### src/rtl/stopwatch_pkg.sv
// Shared constants for the stopwatch core: FSM state encoding and BCD digit helpers.
package stopwatch_pkg;

  localparam logic [1:0] ST_STOP = 2'd0;
  localparam logic [1:0] ST_RUN  = 2'd1;
  localparam logic [1:0] ST_DONE = 2'd2;

  localparam int         BCD_W   = 4;
  localparam logic [3:0] BCD_MAX = 4'd9;

  // Non-decimal nibbles on the preset switches are treated as 9.
  function automatic logic [BCD_W-1:0] bcd_clamp(input logic [BCD_W-1:0] d);
    return (d > BCD_MAX) ? BCD_MAX : d;
  endfunction

endpackage

### src/rtl/stopwatch_core_bcd_digit.sv
// One BCD digit of the count chain: steps up or down when enabled and reports
// carry (up) or borrow (down) to the next digit.
module bcd_digit
  import stopwatch_pkg::*;
(
  input  logic [BCD_W-1:0] i_d,
  input  logic             i_en,
  input  logic             i_dir,
  output logic [BCD_W-1:0] o_d,
  output logic             o_co
);

  always_comb begin
    // NOTE: defaults first so every path assigns every output; no latch is inferred.
    o_d  = i_d;
    o_co = 1'b0;
    if (i_en) begin
      if (i_dir) begin
        if (i_d == '0) begin
          o_d  = BCD_MAX;
          o_co = 1'b1;
        end else begin
          o_d = i_d - 1'b1;
        end
      end else begin
        if (i_d >= BCD_MAX) begin
          o_d  = '0;
          o_co = 1'b1;
        end else begin
          o_d = i_d + 1'b1;
        end
      end
    end
  end

endmodule

### src/rtl/stopwatch_core.sv
// N-digit BCD stopwatch/timer: button edge detect, run/stop/done FSM, tick
// prescaler, ripple BCD count chain, preset load and lap hold.
module stopwatch_core
  import stopwatch_pkg::*;
#(
  parameter int NDIG    = 4,
  parameter int CLK_DIV = 1000,
  parameter int DIV_W   = 10
) (
  input  logic                  clk,
  input  logic                  rst,
  input  logic                  start,
  input  logic                  stop,
  input  logic                  inc,
  input  logic                  lap,
  input  logic                  load,
  input  logic                  down,
  input  logic [BCD_W*NDIG-1:0] preset,
  output logic [BCD_W*NDIG-1:0] cntr,
  output logic                  running,
  output logic                  lap_active,
  output logic                  expired
);

  localparam int CW = BCD_W * NDIG;

  logic [1:0]       r_state;
  logic [DIV_W-1:0] r_presc;
  logic             r_start_q, r_stop_q, r_inc_q, r_lap_q, r_load_q;
  logic [CW-1:0]    r_count, r_lap_reg;
  logic             r_lap_active, r_running, r_expired;

  logic             w_start_rise, w_stop_rise, w_inc_rise, w_lap_rise, w_load_rise;
  logic             w_tick, w_zero, w_one, w_underflow;
  logic [1:0]       w_state_d;
  logic             w_step, w_do_load, w_expire;
  logic [CW-1:0]    w_next, w_count_d, w_preset_c;
  logic [NDIG:0]    w_carry;

  assign w_start_rise = start & ~r_start_q;
  assign w_stop_rise  = stop  & ~r_stop_q;
  assign w_inc_rise   = inc   & ~r_inc_q;
  assign w_lap_rise   = lap   & ~r_lap_q;
  assign w_load_rise  = load  & ~r_load_q;

  assign w_tick = (r_state == ST_RUN) && (r_presc == DIV_W'(CLK_DIV - 1));
  assign w_zero = (r_count == '0);
  assign w_one  = (r_count == CW'(1));

  assign w_carry[0] = w_step;
  for (genvar g = 0; g < NDIG; g++) begin : g_digit
    bcd_digit u_digit (
      .i_d  (r_count[g*BCD_W +: BCD_W]),
      .i_en (w_carry[g]),
      .i_dir(down),
      .o_d  (w_next[g*BCD_W +: BCD_W]),
      .o_co (w_carry[g+1])
    );
    assign w_preset_c[g*BCD_W +: BCD_W] = bcd_clamp(preset[g*BCD_W +: BCD_W]);
  end

  // A borrow out of the top digit means a down-step from all zeros: hold at zero.
  assign w_underflow = down & w_carry[NDIG];
  assign w_count_d   = w_underflow ? r_count : w_next;

  always_comb begin
    w_state_d = r_state;
    w_step    = 1'b0;
    w_do_load = 1'b0;
    w_expire  = 1'b0;
    case (r_state)
      ST_STOP: begin
        if (w_stop_rise) begin
          w_state_d = ST_STOP;
        end else if (w_start_rise) begin
          if (down && w_zero) begin
            w_state_d = ST_DONE;
            w_expire  = 1'b1;
          end else begin
            w_state_d = ST_RUN;
          end
        end else if (w_load_rise) begin
          w_do_load = 1'b1;
        end else if (w_inc_rise) begin
          w_step = 1'b1;
        end
      end
      ST_RUN: begin
        if (w_stop_rise) begin
          w_state_d = ST_STOP;
        end else if (w_tick) begin
          w_step = 1'b1;
          if (down && (w_one || w_zero)) begin
            w_state_d = ST_DONE;
            w_expire  = 1'b1;
          end
        end
      end
      ST_DONE: begin
        if (w_load_rise) begin
          w_do_load = 1'b1;
          w_state_d = ST_STOP;
        end else if (w_start_rise && !w_stop_rise && !down) begin
          w_state_d = ST_RUN;
        end
      end
      default: w_state_d = ST_STOP;
    endcase
  end

  // NOTE: all state updates use non-blocking assignments so every register sees pre-edge values.
  always_ff @(posedge clk or posedge rst) begin
    if (rst) begin
      r_state      <= ST_STOP;
      r_presc      <= '0;
      r_start_q    <= 1'b0;
      r_stop_q     <= 1'b0;
      r_inc_q      <= 1'b0;
      r_lap_q      <= 1'b0;
      r_load_q     <= 1'b0;
      r_count      <= '0;
      r_lap_reg    <= '0;
      r_lap_active <= 1'b0;
      r_running    <= 1'b0;
      r_expired    <= 1'b0;
    end else begin
      r_start_q <= start;
      r_stop_q  <= stop;
      r_inc_q   <= inc;
      r_lap_q   <= lap;
      r_load_q  <= load;
      r_state   <= w_state_d;
      r_running <= (w_state_d == ST_RUN);
      r_expired <= w_expire;
      r_presc   <= (r_state == ST_RUN && w_state_d == ST_RUN && !w_tick) ?
                   r_presc + 1'b1 : '0;
      if (w_do_load) begin
        r_count <= w_preset_c;
      end else if (w_step) begin
        r_count <= w_count_d;
      end
      if (w_lap_rise) begin
        if (r_lap_active) begin
          r_lap_active <= 1'b0;
        end else begin
          r_lap_reg    <= r_count;
          r_lap_active <= 1'b1;
        end
      end
      // A preset load releases any lap hold so the new value is visible.
      if (w_do_load) begin
        r_lap_active <= 1'b0;
      end
    end
  end

  assign cntr       = r_lap_active ? r_lap_reg : r_count;
  assign running    = r_running;
  assign lap_active = r_lap_active;
  assign expired    = r_expired;

endmodule

### config.mk
export PLATFORM = sky130hd
export DESIGN_NAME = stopwatch_core
export DESIGN_NICKNAME = d
export VERILOG_FILES = /design/src/rtl/stopwatch_pkg.sv /design/src/rtl/stopwatch_core_bcd_digit.sv /design/src/rtl/stopwatch_core.sv
export SDC_FILE = /design/constraint.sdc
export NUM_CORES = 1
export LEC_CHECK = 0
export CORE_MARGIN = 3
export CORE_UTILIZATION = 35
export CTS_CLUSTER_DIAMETER = 50
export CTS_CLUSTER_SIZE = 25
export DETAILED_ROUTE_END_ITERATION = 8
export PLACE_DENSITY = 0.56
export SYNTH_ARGS = -nofsm -noshare
export SYNTH_HDL_FRONTEND = slang
export SYNTH_HIERARCHICAL = 1
export SYNTH_SLANG_ARGS = --single-unit
### constraint.sdc
create_clock -name clk -period 9.2 [get_ports clk]
set_input_delay 0.92 -clock clk [delete_from_list [all_inputs] [get_ports clk]]
set_output_delay 0.92 -clock clk [all_outputs]
set_load 0.02 [all_outputs]
==> impl_metrics.json, run 1 <==
{
  "firstDrtPassIters": 4,
  "path_depth": 11,
  "fin_crit_ns": 5.521,
  "dp_hpwl_microns": 6365,
  "syn_avg_cell_area_sq_um": 9.724,
  "drc": 0,
  "cts-buffers-inserted": 5,
  "syn_inst": 386,
  "gp_congestion": 0.8798,
  "path_class": "in2reg",
  "cts-htree-levels": 2,
  "pwr-share-comb_pct": 47.8,
  "drt_wl_total_microns": 8954,
  "cts_tree": "built",
  "grt_pass1_wl_microns": 14570,
  "crit_buf_inv": 1,
  "cap_violations": 0,
  "ctsResizeCount": 0,
  "grt_pass1_vias": 2944,
  "crit_family": "compound AO/OA/AOI/OAI gates",
  "wl_per_cell_microns": 16.16,
  "num_io_pins": 43,
  "ys_ff_latch": 52,
  "p_leak_nw": 1.750,
  "finalPower_mw": 1.084,
  "synth_top_area_share_pct": 34.67,
  "fin_skew_ns": 0.005524,
  "cts_buffer_depth": 2,
  "crit_arrival_ns": 5.77,
  "hold_class": "reg2reg",
  "num-nets-final": 458,
  "critical-path-slowest-cell": "a21boi_0",
  "antenna_found_initial": 0,
  "worstMarginPinSlew_ns": 0.9880,
  "setup_viol": 0,
  "cts_root_buf": "clkbuf_8",
  "min_period_over_period_pct": 60.01,
  "critPathMaxStageDelay_ns": 0.86,
  "timing.fmax_mhz": 181.1,
  "grt_usage_pct": 15.29,
  "finalMaxSlewViolations": 0,
  "ir_drop_v": 0.0001271,
  "syn_to_final_growth_pct": 14.67,
  "io_buffers": 42,
  "clock_latency_ns": 0.31,
  "netlist-cell-type-count": 49,
  "worstRegToRegCells": 11,
  "p_clk_share_pct": 12.9,
  "internal_power_mw": 0.6379,
  "postCtsSetupBuffers": 0,
  "layout_common_cells": "52 x dfrtp_1, 42 x clkdlybuf4s50_1, 26 x inv_1, 23 x nor2_1, 21 x nand2_1",
  "yosysTopAreaCell": "dfrtp_1",
  "finalSetupTns_ns": 0,
  "cp-end-kind": "register",
  "rsz0062_at_grt": "no",
  "ant_nets": 0,
  "crit_top_cell": "a21boi_0",
  "core_sq_um": 10370,
  "min_path_cells": 1,
  "via_count": 3096,
  "fp.dieW_microns": 109.6,
  "final_common_cell": "dfrtp_1",
  "grt_start_max_net_pins": 53,
  "cp-start-kind": "input port",
  "rows": 37,
  "layout-drive-gt1-share_pct": 13.64,
  "hold_violations": 0,
  "crit_fanout": 16,
  "yosys-top-cells-area": "dfrtp_1 35%, ha_1 5.7%, mux2_2 5.4%",
  "dpl_cell_area_sq_um": 4212,
  "setup_ws_ns": 3.679,
  "grt_remaining_overflow": 0,
  "ys_warn_count": 6,
  "antennaDiodeCount": 0,
  "synth_fp_nets": 427,
  "p_per_area_nw_per_um2": 251.9,
  "syn_area_sq_um": 3754,
  "sw_frac_of_total_pct": 41.17,
  "start_util_pct": 36.20,
  "ys_seq_area_share_pct": 34.67,
  "ctsHoldBuffers": 0,
  "cts.sinks": 52,
  "status": "completed",
  "slew_headroom_pct": 33.54,
  "p_seq_share_pct": 39.3,
  "post-route-cell-area_sq_um": 4304,
  "switchingPower_mw": 0.4465,
  "crit_required_ns": 9.45,
  "clkSlewWorstSetupHoldPaths_ns": 0.09,
  "drt_iter0_drc": 213,
  "fp.dieH_microns": 109.6,
  "viasPerCell": 5.588,
  "crit_chain": "clkdlybuf4s50_1, nor2b_1, nor4_1, a22o_4, a21boi_0, a21boi_0, a21boi_0, a21boi_0, nand2_1, a21oi_2, a221o_1",
  "pre_cts_ws_ns": 3.377,
  "dieArea_sq_um": 12000
}
[cell usage after synthesis, drive strengths merged]
master,instances
dfrtp,52
mux2,32
inv,27
nor2,23
nand2,21
a221o,20
buf,18
ha,17
a21oi,15
nand3,15
o21ai,14
nor3b,12
nand2b,9
a2111oi,8
or2,8
or3b,8
nor2b,7
nor4,7
o211ai,6
a31oi,5
and3b,5
mux2i,5
nor4b,5
xnor2,5
a21boi,4
a311o,4
and2,4
and3,4
o221ai,4
o22ai,4
o31ai,4
clkbuf,3
xor2,3
nand4,2
nor3,2
or3,2
a22o,1
nand4b,1
[worst register-to-register path: stages (launching register included)]
cell and delay (ns):
dfrtp_1 0.68, inv_1 0.14, ha_1 0.26, or3b_4 0.25, nand3_1 0.09, a21boi_0 0.69, a21boi_0 0.86, a21boi_0 0.78
a21boi_0 0.27, nand2_1 0.12, a21oi_2 0.59, a221o_1 0.26
[final timing paths]
check                        startpoint      endpoint  slack, ns
hold / removal             r_lap_reg[4]  r_lap_reg[4]       0.49
min in group asynchronous           rst  r_lap_reg[8]       1.11
max in group asynchronous           rst  r_lap_reg[0]       7.64
setup reg to reg             r_count[0]    r_count[4]       4.16
setup / recovery                  start    r_count[4]       3.68
hold reg to reg            r_lap_reg[4]  r_lap_reg[4]       0.49
[layer usage]
layer / up-vias / share of wire, % / track usage (%)
met5: - / 0 / 0
met4: 0 / 1.4 / 4.541
met3: 15 / 6.5 / 4.110
met1: 1482 / 47 / 21.23
met2: 104 / 45 / 23.28
li1: 1495 / - / -
[stage by stage]
stage | instances | hold slack [ns] | utilization (%)
6_report | 554 | 0.4924 | 41.51
2_1_floorplan | 386 | 0.4479 | -
4_1_cts | 554 | 0.4945 | 41.51
3_5_place_dp | 546 | 0.4705 | 40.61
5_1_grt | 554 | 0.5037 | 41.51
3_3_place_gp | 546 | 0.4622 | 40.61
[final cells by class]
cell class	instances	area, sq um
timing repair buffer	45	442.9
sequential	52	1301
clock buffer	6	82.58
tap	136	170.2
inverter	27	101.3
clock inverter	2	10.01
multi-input combinational	286	2196
fill	1037	6066
[cell families after synthesis]
family          count (synthesis)  synth area share, %
xor+xnor                        8                1.867
compound gates                 89                18.33
mux                            37                10.93
fa+ha+maj                      17                5.667
flops                          52                34.67
simple gates                  135                21.70
buf+inv                        48                6.833
[power by group through the flow]
stage,Combinational [mW],Clock (mW),Sequential (mW)
2_1_floorplan,0.432,0,0.357
5_1_grt,0.569,0.156,0.446
3_3_place_gp,0.517,0,0.428
3_5_place_dp,0.520,0,0.430
6_report,0.518,0.140,0.426
4_1_cts,0.523,0.146,0.425
(Power assumes the default switching activity.)
==> inputs of run 2 (changes only) <==
- clock period: 9.2 -> 5.7 ns (I/O delays scaled with it)
==> impl_metrics.json, run 2 (synthesized netlist as in run 1, its figures left out) <==
{
  "crit_arrival_ns": 4.66,
  "p_seq_share_pct": 37.9,
  "antenna_found_initial": 0,
  "grt_remaining_overflow": 0,
  "cap_violations": 0,
  "grt_usage_pct": 15.79,
  "cts_root_buf": "clkbuf_8",
  "fin_skew_ns": 0.007420,
  "ir_drop_v": 0.0001760,
  "switchingPower_mw": 0.7229,
  "fp.dieW_microns": 109.6,
  "critPathMaxStageDelay_ns": 0.76,
  "r2r_setup_slack_ns": 1.34,
  "hold_violations": 0,
  "p_clk_share_pct": 15.8,
  "final_common_cell": "dfrtp_1",
  "viasPerCell": 5.592,
  "setup_viol": 0,
  "clock_latency_ns": 0.31,
  "finalMaxSlewViolations": 0,
  "grt_start_max_net_pins": 53,
  "fp.dieH_microns": 109.6,
  "finalSetupTns_ns": 0,
  "min_from": "r_lap_reg[1]",
  "min_period_over_period_pct": 77.35,
  "io_buffers": 42,
  "cp-end-kind": "register",
  "crit_chain": "clkdlybuf4s50_1, nor2b_1, nor4_1, a22o_4, a21boi_0, buf_4, a21boi_0, buf_4, a21boi_0, a21boi_0, nand2_1, a21oi_2, a221o_1",
  "rr_endpoint": "r_count[5]",
  "num-nets-final": 461,
  "min_path_cells": 1,
  "cts-buffers-inserted": 5,
  "via_count": 3115,
  "post-route-cell-area_sq_um": 4360,
  "cp-start-kind": "input port",
  "gp_congestion": 0.8733,
  "postCtsSetupBuffers": 0,
  "cts-htree-levels": 2,
  "fin_crit_ns": 4.409,
  "cts_buffer_depth": 2,
  "antennaDiodeCount": 0,
  "crit_required_ns": 5.95,
  "status": "completed",
  "dp_hpwl_microns": 6315,
  "ctsHoldBuffers": 0,
  "clkSlewWorstSetupHoldPaths_ns": 0.10,
  "dieArea_sq_um": 12000,
  "layout-drive-gt1-share_pct": 14.25,
  "worst_r2r_startpoint": "r_presc[0]",
  "p_per_area_nw_per_um2": 415.2,
  "rows": 37,
  "finalPower_mw": 1.810,
  "fillCellCount": 1042,
  "num_io_pins": 43,
  "grt_pass1_wl_microns": 15250,
  "crit_fanout": 16,
  "dpl_cell_area_sq_um": 4234,
  "cts.sinks": 52,
  "wl_per_cell_microns": 16.04,
  "ant_nets": 0,
  "cts_tree": "built",
  "ctsResizeCount": 0,
  "setup_ws_ns": 1.291,
  "internal_power_mw": 1.088,
  "pre_cts_ws_ns": 1.019,
  "start_util_pct": 36.20,
  "worstRegToRegCells": 13,
  "crit_top_cell": "a21boi_0",
  "layout_common_cells": "52 x dfrtp_1, 42 x clkdlybuf4s50_1, 26 x inv_1, 23 x nor2_1, 21 x nand2_1",
  "p_leak_nw": 1.779,
  "critical-path-slowest-cell": "a21boi_0",
  "slew_headroom_pct": 37.09,
  "path_class": "in2reg",
  "syn_to_final_growth_pct": 16.17,
  "worstMarginPinSlew_ns": 0.9353,
  "core_sq_um": 10370,
  "sw_frac_of_total_pct": 39.93,
  "drt_iter0_drc": 169,
  "whs_endpoint": "r_lap_reg[1]",
  "whs_ns": 0.4886,
  "pwr-share-comb_pct": 46.3,
  "grt_pass1_vias": 3088,
  "rsz0062_at_grt": "no",
  "drc": 0,
  "timing.fmax_mhz": 226.8,
  "firstDrtPassIters": 5,
  "drt_wl_total_microns": 8934,
  "hold_class": "reg2reg"
}
-- run 2: per-layer routing --
metal | vias up | track usage (%) | routed length, microns
met5 | - | 0 | 0
met4 | 0 | 3.473 | 67
met3 | 8 | 2.936 | 449
met2 | 81 | 25.68 | 4282
met1 | 1527 | 21.86 | 4135
li1 | 1499 | - | -
-- run 2: final cells by class --
cell class / count / area [sq um] / share of cell area [%]
Multi-Input combinational cell: 286 / 2196 / 50.36
Sequential cell: 52 / 1301 / 29.84
Tap cell: 136 / 170.2 / 3.902
Clock buffer: 7 / 96.34 / 2.209
Inverter: 27 / 101.3 / 2.324
Clock inverter: 1 / 30.03 / 0.6887
Timing Repair Buffer: 48 / 465.4 / 10.67
-- run 2: stage by stage --
| stage | std cells | utilization, % |
|---|---|---|
| global placement | 549 | 40.83 |
| global route | 557 | 42.05 |
| detailed placement | 549 | 40.83 |
| finish | 557 | 42.05 |
| floorplan | 386 | - |
| CTS | 557 | 42.05 |
-- run 2: worst max-delay path: cells and delay by family --
family	cells	cell delay, ns
AOI/OAI and AO/OA	7	2.62
buffers and inverters	3	0.79
and+or+nand+nor	3	0.65
-- run 2: worst max path at each step --
stage / start / endpoint / cells after the start
3_3_place_gp: start / r_count[11] / 13
2_1_floorplan: start / r_count[11] / 16
6_report: start / r_count[5] / 13
5_1_grt: start / r_count[4] / 13
4_1_cts: start / r_count[5] / 13
3_5_place_dp: start / r_count[11] / 13
-- run 2: power groups by stage --
stage	Combinational (mW)	Sequential (mW)	Clock (mW)
final	0.838	0.687	0.285
after global routing	0.921	0.718	0.310
after CTS	0.845	0.684	0.294
after detailed placement	0.840	0.692	0
after global placement	0.832	0.688	0
after floorplan	0.697	0.577	0
